## src/rtl/uart_pkg.sv

```systemverilog
// Shared UART definitions: receiver state encoding and the baud divider that
// transmitter and receiver must agree on.
package uart_pkg;

  localparam int UART_CLKS_PER_BIT = 434;
  localparam int CNT_W             = 9;

  typedef enum logic [2:0] {
    IDLE    = 3'd0,
    START   = 3'd1,
    DATA    = 3'd2,
    STOP    = 3'd3,
    ACCEPT  = 3'd4,
    WAIT_HI = 3'd5
  } rx_state_t;

  // The debug LED counter wraps modulo 4 by construction.
  function automatic logic [1:0] led_inc(input logic [1:0] led);
    return led + 2'd1;
  endfunction

endpackage

```

## src/rtl/uart_rx_sync.sv

```systemverilog
// Two-flop synchroniser for an asynchronous input. Resets high so an idle
// serial line is never mistaken for a start bit coming out of reset.
module uart_rx_sync (
  input  logic clk,
  input  logic rst,
  input  logic async_in,
  output logic sync_out
);

  logic meta_r;
  logic sync_r;

  // Two-stage capture of the asynchronous input.
  always_ff @(posedge clk) begin
    if (rst) begin
      meta_r <= 1'b1;
      sync_r <= 1'b1;
    end else begin
      meta_r <= async_in;
      sync_r <= meta_r;
    end
  end

  assign sync_out = sync_r;

endmodule

```

## src/rtl/uart_rx_char.sv

```systemverilog
// 8N1 UART receiver: centre-samples each bit, holds the byte in a valid/ack
// register, and reports framing errors, overruns and a 2-bit byte counter.
module uart_rx_char
  import uart_pkg::*;
#(
  parameter int CLKS_PER_BIT = UART_CLKS_PER_BIT,
  parameter int HALF_BIT     = CLKS_PER_BIT / 2
) (
  input  logic       clk,
  input  logic       rst,
  input  logic       rx,
  input  logic       rx_ack,
  output logic [7:0] rx_data,
  output logic       rx_valid,
  output logic       frame_err,
  output logic       overrun,
  output logic       busy,
  output logic [1:0] led
);

  localparam logic [CNT_W-1:0] CNT_LAST = CNT_W'(CLKS_PER_BIT - 1);
  localparam logic [CNT_W-1:0] CNT_HALF = CNT_W'(HALF_BIT - 1);

  logic             rx_s;
  logic             ack_take_s;

  rx_state_t        state_r,     state_nxt;
  logic [CNT_W-1:0] cnt_r,       cnt_nxt;
  logic [2:0]       bit_idx_r,   bit_idx_nxt;
  logic [7:0]       shreg_r,     shreg_nxt;
  logic [7:0]       rx_data_r,   rx_data_nxt;
  logic             rx_valid_r,  rx_valid_nxt;
  logic             frame_err_r, frame_err_nxt;
  logic             overrun_r,   overrun_nxt;
  logic             busy_r,      busy_nxt;
  logic [1:0]       led_r,       led_nxt;

  uart_rx_sync u_sync (
    .clk      (clk),
    .rst      (rst),
    .async_in (rx),
    .sync_out (rx_s)
  );

  // An ack only counts while a byte is actually being held.
  assign ack_take_s = rx_ack & rx_valid_r;

  // Next-state, counters, shift register and output register updates.
  always_comb begin
    state_nxt     = state_r;
    cnt_nxt       = cnt_r + CNT_W'(1);
    bit_idx_nxt   = bit_idx_r;
    shreg_nxt     = shreg_r;
    rx_data_nxt   = rx_data_r;
    rx_valid_nxt  = rx_valid_r;
    frame_err_nxt = 1'b0;
    overrun_nxt   = overrun_r;
    led_nxt       = led_r;

    if (ack_take_s) begin
      rx_valid_nxt = 1'b0;
      overrun_nxt  = 1'b0;
    end else begin
      rx_valid_nxt = rx_valid_r;
      overrun_nxt  = overrun_r;
    end

    case (state_r)
      IDLE: begin
        cnt_nxt = '0;
        if (!rx_s) begin
          state_nxt = START;
        end else begin
          state_nxt = IDLE;
        end
      end

      START: begin
        if (cnt_r == CNT_HALF) begin
          cnt_nxt = '0;
          // A line that is high again at mid start bit was only a glitch.
          if (rx_s) begin
            state_nxt = IDLE;
          end else begin
            state_nxt   = DATA;
            bit_idx_nxt = 3'd0;
          end
        end else begin
          state_nxt = START;
        end
      end

      DATA: begin
        if (cnt_r == CNT_LAST) begin
          cnt_nxt              = '0;
          shreg_nxt[bit_idx_r] = rx_s;
          if (bit_idx_r == 3'd7) begin
            state_nxt = STOP;
          end else begin
            bit_idx_nxt = bit_idx_r + 3'd1;
          end
        end else begin
          state_nxt = DATA;
        end
      end

      STOP: begin
        if (cnt_r == CNT_LAST) begin
          cnt_nxt = '0;
          if (rx_s) begin
            state_nxt = ACCEPT;
          end else begin
            frame_err_nxt = 1'b1;
            state_nxt     = WAIT_HI;
          end
        end else begin
          state_nxt = STOP;
        end
      end

      ACCEPT: begin
        cnt_nxt   = '0;
        state_nxt = IDLE;
        // A same-cycle ack frees the holding register for the new byte.
        if (!rx_valid_r || ack_take_s) begin
          rx_data_nxt  = shreg_r;
          rx_valid_nxt = 1'b1;
          led_nxt      = led_inc(led_r);
        end else begin
          overrun_nxt = 1'b1;
        end
      end

      WAIT_HI: begin
        cnt_nxt = '0;
        if (rx_s) begin
          state_nxt = IDLE;
        end else begin
          state_nxt = WAIT_HI;
        end
      end

      default: begin
        cnt_nxt   = '0;
        state_nxt = IDLE;
      end
    endcase

    busy_nxt = (state_nxt != IDLE);
  end

  // State and output registers with synchronous reset.
  always_ff @(posedge clk) begin
    if (rst) begin
      state_r     <= IDLE;
      cnt_r       <= '0;
      bit_idx_r   <= 3'd0;
      shreg_r     <= 8'd0;
      rx_data_r   <= 8'd0;
      rx_valid_r  <= 1'b0;
      frame_err_r <= 1'b0;
      overrun_r   <= 1'b0;
      busy_r      <= 1'b0;
      led_r       <= 2'd0;
    end else begin
      state_r     <= state_nxt;
      cnt_r       <= cnt_nxt;
      bit_idx_r   <= bit_idx_nxt;
      shreg_r     <= shreg_nxt;
      rx_data_r   <= rx_data_nxt;
      rx_valid_r  <= rx_valid_nxt;
      frame_err_r <= frame_err_nxt;
      overrun_r   <= overrun_nxt;
      busy_r      <= busy_nxt;
      led_r       <= led_nxt;
    end
  end

  assign rx_data   = rx_data_r;
  assign rx_valid  = rx_valid_r;
  assign frame_err = frame_err_r;
  assign overrun   = overrun_r;
  assign busy      = busy_r;
  assign led       = led_r;

endmodule
```

## config.mk

```make
export PLATFORM = sky130hd
export DESIGN_NAME = uart_rx_char
export DESIGN_NICKNAME = d
export VERILOG_FILES = /design/src/rtl/uart_pkg.sv /design/src/rtl/uart_rx_sync.sv /design/src/rtl/uart_rx_char.sv
export SDC_FILE = /design/constraint.sdc
export NUM_CORES = 1
export LEC_CHECK = 0
export CAP_MARGIN = 20
export CORE_AREA = 2 2 63 65
export CTS_BUF_LIST = sky130_fd_sc_hd__clkbuf_2 sky130_fd_sc_hd__clkbuf_4 sky130_fd_sc_hd__clkbuf_8
export DETAILED_ROUTE_END_ITERATION = 10
export DIE_AREA = 0 0 65 67
export DONT_BUFFER_PORTS = 1
export GPL_TIMING_DRIVEN = 0
export PLACE_DENSITY = 0.76
export RECOVER_POWER = 25
export SLEW_MARGIN = 20
export SYNTH_ARGS = -nofsm -noshare
export SYNTH_HDL_FRONTEND = slang
export SYNTH_SLANG_ARGS = --single-unit
export TNS_END_PERCENT = 5
```

## constraint.sdc

```tcl
create_clock -name clk -period 2.6 [get_ports clk]
set_clock_uncertainty 0.05 [all_clocks]
set_input_delay 0.39 -clock clk [delete_from_list [all_inputs] [get_ports clk]]
set_output_delay 0.39 -clock clk [all_outputs]
set_load 0.02 [all_outputs]
```

==> impl_metrics.tcl, run 1 <==
set metrics [dict create \
    area_delta_synth_final_pct 8.36 \
    final_cell_mix "39 x dfxtp_1, 22 x nor2_1, 20 x nand3_1, 16 x a21oi_1, 13 x nand2_1" \
    cts.sinks 39 \
    globalplace.congestion 0.851 \
    finalHoldViolations 0 \
    power.internal_uw 805 \
    dp_cells 253 \
    synth_edf_count 0 \
    path_cells "inv_1 -> ha_1 -> nor4bb_1 -> a21boi_0 -> a32oi_1 -> nor2_1" \
    gr-usage-met3_pct 5.57 \
    yosys_warnings 0 \
    fmax_ghz 0.479 \
    r2r_start "cnt_r[0]" \
    grt_max_degree 13 \
    rrSetupSlack_ns 0.51 \
    use_met2_pct 25.8 \
    path_max_fanout 9 \
    cts_tree "done" \
    holdBufCountCts 0 \
    ys_top_cells_by_area "dfxtp_1 44%, nand3_1 5.6%, nor2_1 4.6%" \
    leakagePower_uw 0.000659 \
    setup_viol 0 \
    p_per_area_mw_per_mm2 535 \
    die_h_um 67 \
    first_pass_iters 5 \
    status "finished, final reports clean" \
    rsz0062_at_grt "no" \
    top_usage_layer "met2" \
    fill_cells 347 \
    ir_drop_v 0.000319 \
    start_kind "flop" \
    fin_crit_ns 2.09 \
    multi_input_area_um2 912 \
    cts_max_path_buffers 2 \
    end_kind "flop" \
    synth.distinct_cells 45 \
    post-cts-setup-buffer-count 0 \
    antenna_found_initial 0 \
    yosysTopAreaCell "dfxtp_1" \
    syn_inst 205 \
    syn_nets 214 \
    syn-cell-area_mm2 0.00178 \
    final_common_cell "dfxtp_1" \
    hpwlAfterDp_mm 2.33 \
    ios 18 \
    path_clk_slew_ns 0.07 \
    diodes 0 \
    finalCritPeriodShare_pct 80.3 \
    p_switching_uw 228 \
    gr-total-overflow 0 \
    grt_usage_pct 17.3 \
    fin_tns_setup_ns 0 \
    vias 1425 \
    maxSlewViolCount 0 \
    finalNonFillerCells 261 \
    hold_start "rx_ack" \
    holdPathEnd "overrun" \
    grt_util_met1_pct 22.7 \
    initial_core_util_pct 49.4 \
    max_stage_delay_ns 0.63 \
    core.rowCount 22 \
    htree_levels 2 \
    r2r_end "cnt_r[2]" \
    nets 221 \
    clk_latency_ns 0.29 \
    relSlewSlack_pct 42.1 \
    synthArstFlopShare_pct 0 \
    drive_gt1_share_pct 7.51 \
    wl_per_cell_um 12.7 \
    synth-seq-cells 39 \
    grt_pass1_vias 1297 \
    yosysTopAreaCellShare_pct 43.8 \
    seq_area_um2 781 \
    whs_ns 0.134 \
    drtIter0Drc 51 \
    drtAntennaViolNets 0 \
    combPwrFrac_pct 2.4 \
    ys_seq_area_share_pct 43.8 \
    drt-vias-per-instance 5.46 \
    pwr-share-seq_pct 58.5 \
    die_w_um 65 \
    cts_buffers 5 \
    dieArea_mm2 0.00436 \
    hold_class "in -> reg" \
    criticalPathCategory "reg -> reg" \
    p_clk_share_pct 39.1 \
    cp-startpoint "cnt_r[0]" \
    maxCapViolCount 0 \
    cts-resized-gates 0 \
    p_sw_share_pct 22.1 \
    coreArea_mm2 0.00361 \
    required_ns 2.70 \
    wl_mm 3.31 \
    worst_slew_pin_slew_ns 0.866 \
    grt_pass1_wl_mm 5.71 \
    syn_area_per_cell_um2 8.69 \
    crit_arrival_ns 2.19 \
    cts-root-buf "clkbuf_8" \
    rr_worst_depth 6 \
    hold_depth 1 \
    crit_slowest_cell "a32oi_1" \
    yosys_most_used_dff "dfxtp_1" \
    drc 0 \
    portBuffers 0 \
]
## worst max-delay path: cells and delay by family (launching register included)
| family | cells | cell delay [ns] |
|---|---|---|
| AOI/OAI and AO/OA | 2 | 0.82 |
| and+or+nand+nor | 2 | 0.53 |
| DFF | 1 | 0.34 |
| adders and majority gates | 1 | 0.14 |
| buffers and inverters | 1 | 0.07 |
## Yosys cell counts, types with 2 or more instances
library cell / count
xor2_1: 5
nand2_1: 13
a21o_1: 2
xnor2_1: 4
buf_2: 2
nor4_1: 4
mux2i_1: 6
a41o_1: 2
nand4_1: 6
nor3b_1: 5
and4b_1: 2
nand3b_1: 2
inv_1: 6
clkbuf_1: 9
o21ai_0: 3
ha_1: 5
nor2b_1: 3
nand2b_1: 2
or2_2: 2
dfxtp_1: 39
nand3_1: 20
a21oi_1: 16
nor3_1: 4
nor2_1: 22
## sequential cells by signal, indices dropped and copies added (netlist names), 2 cells and up
name       flops
shreg_r        8
bit_idx_r      3
state_r        3
rx_data        8
led            2
cnt_r          9
## worst max-delay path by stage
stage / to / slack [ns]
6_report: cnt_r[2] / 0.51
5_1_grt: cnt_r[2] / 0.28
4_1_cts: cnt_r[2] / 0.52
3_5_place_dp: cnt_r[2] / 0.52
3_3_place_gp: cnt_r[7] / 0.53
2_1_floorplan: bit_idx_r[0] / 0.74
## power groups by stage
stage / clock [uW] / combinational [uW] / sequential (uW)
after floorplan: 0 / 18.2 / 618
after global placement: 0 / 23.9 / 619
after detailed placement: 0 / 24.2 / 619
after CTS: 415 / 24.4 / 605
after global routing: 436 / 27.4 / 605
final: 405 / 24.4 / 605
## routing by layer
metal | vias to the layer above | wire length [um] | share of wire [%]
met4 | 0 | 77 | 2.3
met1 | 635 | 1640 | 50
met3 | 8 | 175 | 5.3
met2 | 41 | 1410 | 43
met5 | - | 0 | 0
li1 | 741 | - | -
## layout make-up
class                           instances  area share, %
Multi-Input combinational cell        146           47.2
Sequential cell                        39           40.4
Clock buffer                            6           3.95
Buffer                                 14           3.43
Tap cell                               48           3.11
Inverter                                6           1.17
Clock inverter                          2          0.648
## cell families after synthesis
logic type / synth area share (%)
AOI/OAI and AO/OA: 11.4
xor gates and xnor gates: 4.42
adders and majority gates: 3.51
buffers and inverters: 4.99
DFF: 43.8
muxes: 3.37
and+or+nand+nor: 28.5
## per-stage QoR
stage | util (%) | instance area [um2] | setup WS [ns] | power (uW)
2_1_floorplan | - | 1780 | 0.740 | 636
3_3_place_gp | 51.1 | 1840 | 0.531 | 642
3_5_place_dp | 51.1 | 1840 | 0.525 | 643
4_1_cts | 53.5 | 1930 | 0.520 | 1040
5_1_grt | 53.5 | 1930 | 0.282 | 1070
6_report | 53.5 | 1930 | 0.511 | 1030
Note: power is estimated with default switching activity, not from simulation.
==> inputs of run 2 (changes only) <==
Clock period 2.6 ns to 2.1 ns, I/O delays scaled along.
==> impl_metrics.tcl, run 2 (synthesis results as in run 1) <==
set metrics [dict create \
    hold_class "in -> reg" \
    cts_max_path_buffers 2 \
    start_kind "flop" \
    cts.sinks 39 \
    maxCapViolCount 0 \
    drtAntennaViolNets 0 \
    initial_core_util_pct 49.4 \
    hpwlAfterDp_mm 2.33 \
    top_register "cnt_r" \
    grt_max_degree 13 \
    cp_top_family "simple AND/OR/NAND/NOR gates" \
    final_cell_mix "39 x dfxtp_1, 22 x nor2_1, 20 x nand3_1, 16 x a21oi_1, 13 x nand2_1" \
    portBuffers 0 \
    antenna_found_initial 0 \
    area_delta_synth_final_pct 9.20 \
    globalplace.congestion 0.851 \
    finalHoldViolations 0 \
    first_pass_iters 4 \
    diodes 0 \
    largest_register_ffs 9 \
    path_max_fanout 10 \
    grt_usage_pct 17.3 \
    htree_levels 2 \
    cts_tree "done" \
    end_kind "flop" \
    vias 1423 \
    path_cells "buf_4 -> or3b_1 -> buf_2 -> or4_1 -> buf_2 -> or2_0 -> a21oi_2" \
    cts_buffers 5 \
    maxSlewViolCount 0 \
    ir_drop_v 0.000396 \
    grt_pass1_vias 1297 \
    core.rowCount 22 \
    grt_pass1_wl_mm 5.71 \
    max_stage_delay_ns 0.38 \
    drive_gt1_share_pct 8.41 \
    ios 18 \
    cts-root-buf "clkbuf_8" \
    relSlewSlack_pct 42.5 \
    holdBufCountCts 0 \
    dieArea_mm2 0.00436 \
    finalNonFillerCells 262 \
    drt-vias-per-instance 5.43 \
    required_ns 2.28 \
    design_area_mm2 0.00195 \
    drc 0 \
    die_h_um 67 \
    dp_cells 253 \
    fin_crit_ns 1.96 \
    worst_slew_pin_slew_ns 0.861 \
    die_w_um 65 \
    wl_per_cell_um 12.7 \
    status "finished, final reports clean" \
    whs_ns 0.0596 \
    fmax_ghz 0.509 \
    leakagePower_uw 0.000664 \
    cp_num_buf_inv 3 \
    wl_mm 3.33 \
    drtIter0Drc 49 \
    rr_worst_depth 7 \
    criticalPathCategory "reg -> reg" \
    fin_tns_setup_ns 0 \
    finalCritPeriodShare_pct 93.5 \
    coreArea_mm2 0.00361 \
    setup_viol 0 \
    clk_latency_ns 0.29 \
    hold_depth 1 \
    post_dp_cell_area_mm2 0.00184 \
    gr-total-overflow 0 \
    nets 222 \
    cp_common_cell "buf_2" \
    crit_arrival_ns 2.15 \
    rsz0062_at_grt "no" \
    path_clk_slew_ns 0.07 \
    crit_slowest_cell "or4_1" \
    final_common_cell "dfxtp_1" \
    p_per_area_mw_per_mm2 659 \
    crit_cells 7 \
]
-- run 2: cell count changes in the layout (fill, tap and decap cells not counted), sizes merged --
cell,before,now
buf,5,6
-- run 2: what timing repair did --
action                     CTS  global route
setup endpoints to repair    0             9
resized for setup            0             1
buffers inserted             0             1
-- run 2: worst paths after layout --
| check | start | to | slack (ns) |
|---|---|---|---|
| worst max-delay path | state_r[1] | bit_idx_r[0] | 0.14 |
| worst min-delay path | rx_ack | overrun | 0.06 |
| worst max register to register | state_r[1] | bit_idx_r[0] | 0.14 |
| worst min register to register | u_sync.meta_r | u_sync.sync_out | 0.36 |
-- run 2: per-stage QoR --
stage          worst slack, ns  total power, uW  utilization (%)
6_report                 0.137             1280             54.0
5_1_grt                 0.0157             1320             54.0
4_1_cts                 0.0196             1290             53.5
3_5_place_dp            0.0249              796             51.1
3_3_place_gp            0.0312              795             51.1
2_1_floorplan            0.240              788                -
-- run 2: routing by layer --
metal  vias up  global-route usage [%]  routed length [um]
met5         -                       0                   0
met4         0                    7.98                  58
met3         6                    5.57                 133
met2        29                    25.8                1460
met1       650                    22.7                1680
li1        738                       -                   -
-- run 2: final cells by class --
class / instances / area, um2
fill: 348 / 1660
clock buffer: 6 / 76.3
tap: 48 / 60.1
clock inverter: 2 / 12.5
buffer: 14 / 66.3
sequential: 39 / 781
multi-input combinational: 146 / 920
timing repair buffer: 1 / 7.51
inverter: 6 / 22.5
-- run 2: worst register-to-register path, cell delays in order, from the launching register on --
cell and delay, ns:
dfxtp_1 0.31, buf_4 0.14, or3b_1 0.35, buf_2 0.16, or4_1 0.38, buf_2 0.16, or2_0 0.22, a21oi_2 0.13
-- run 2: report_power, final --
group          internal (uW)  switching [uW]
sequential               744            5.04
combinational           9.57            22.3
clock                    245             257
total                    998             284
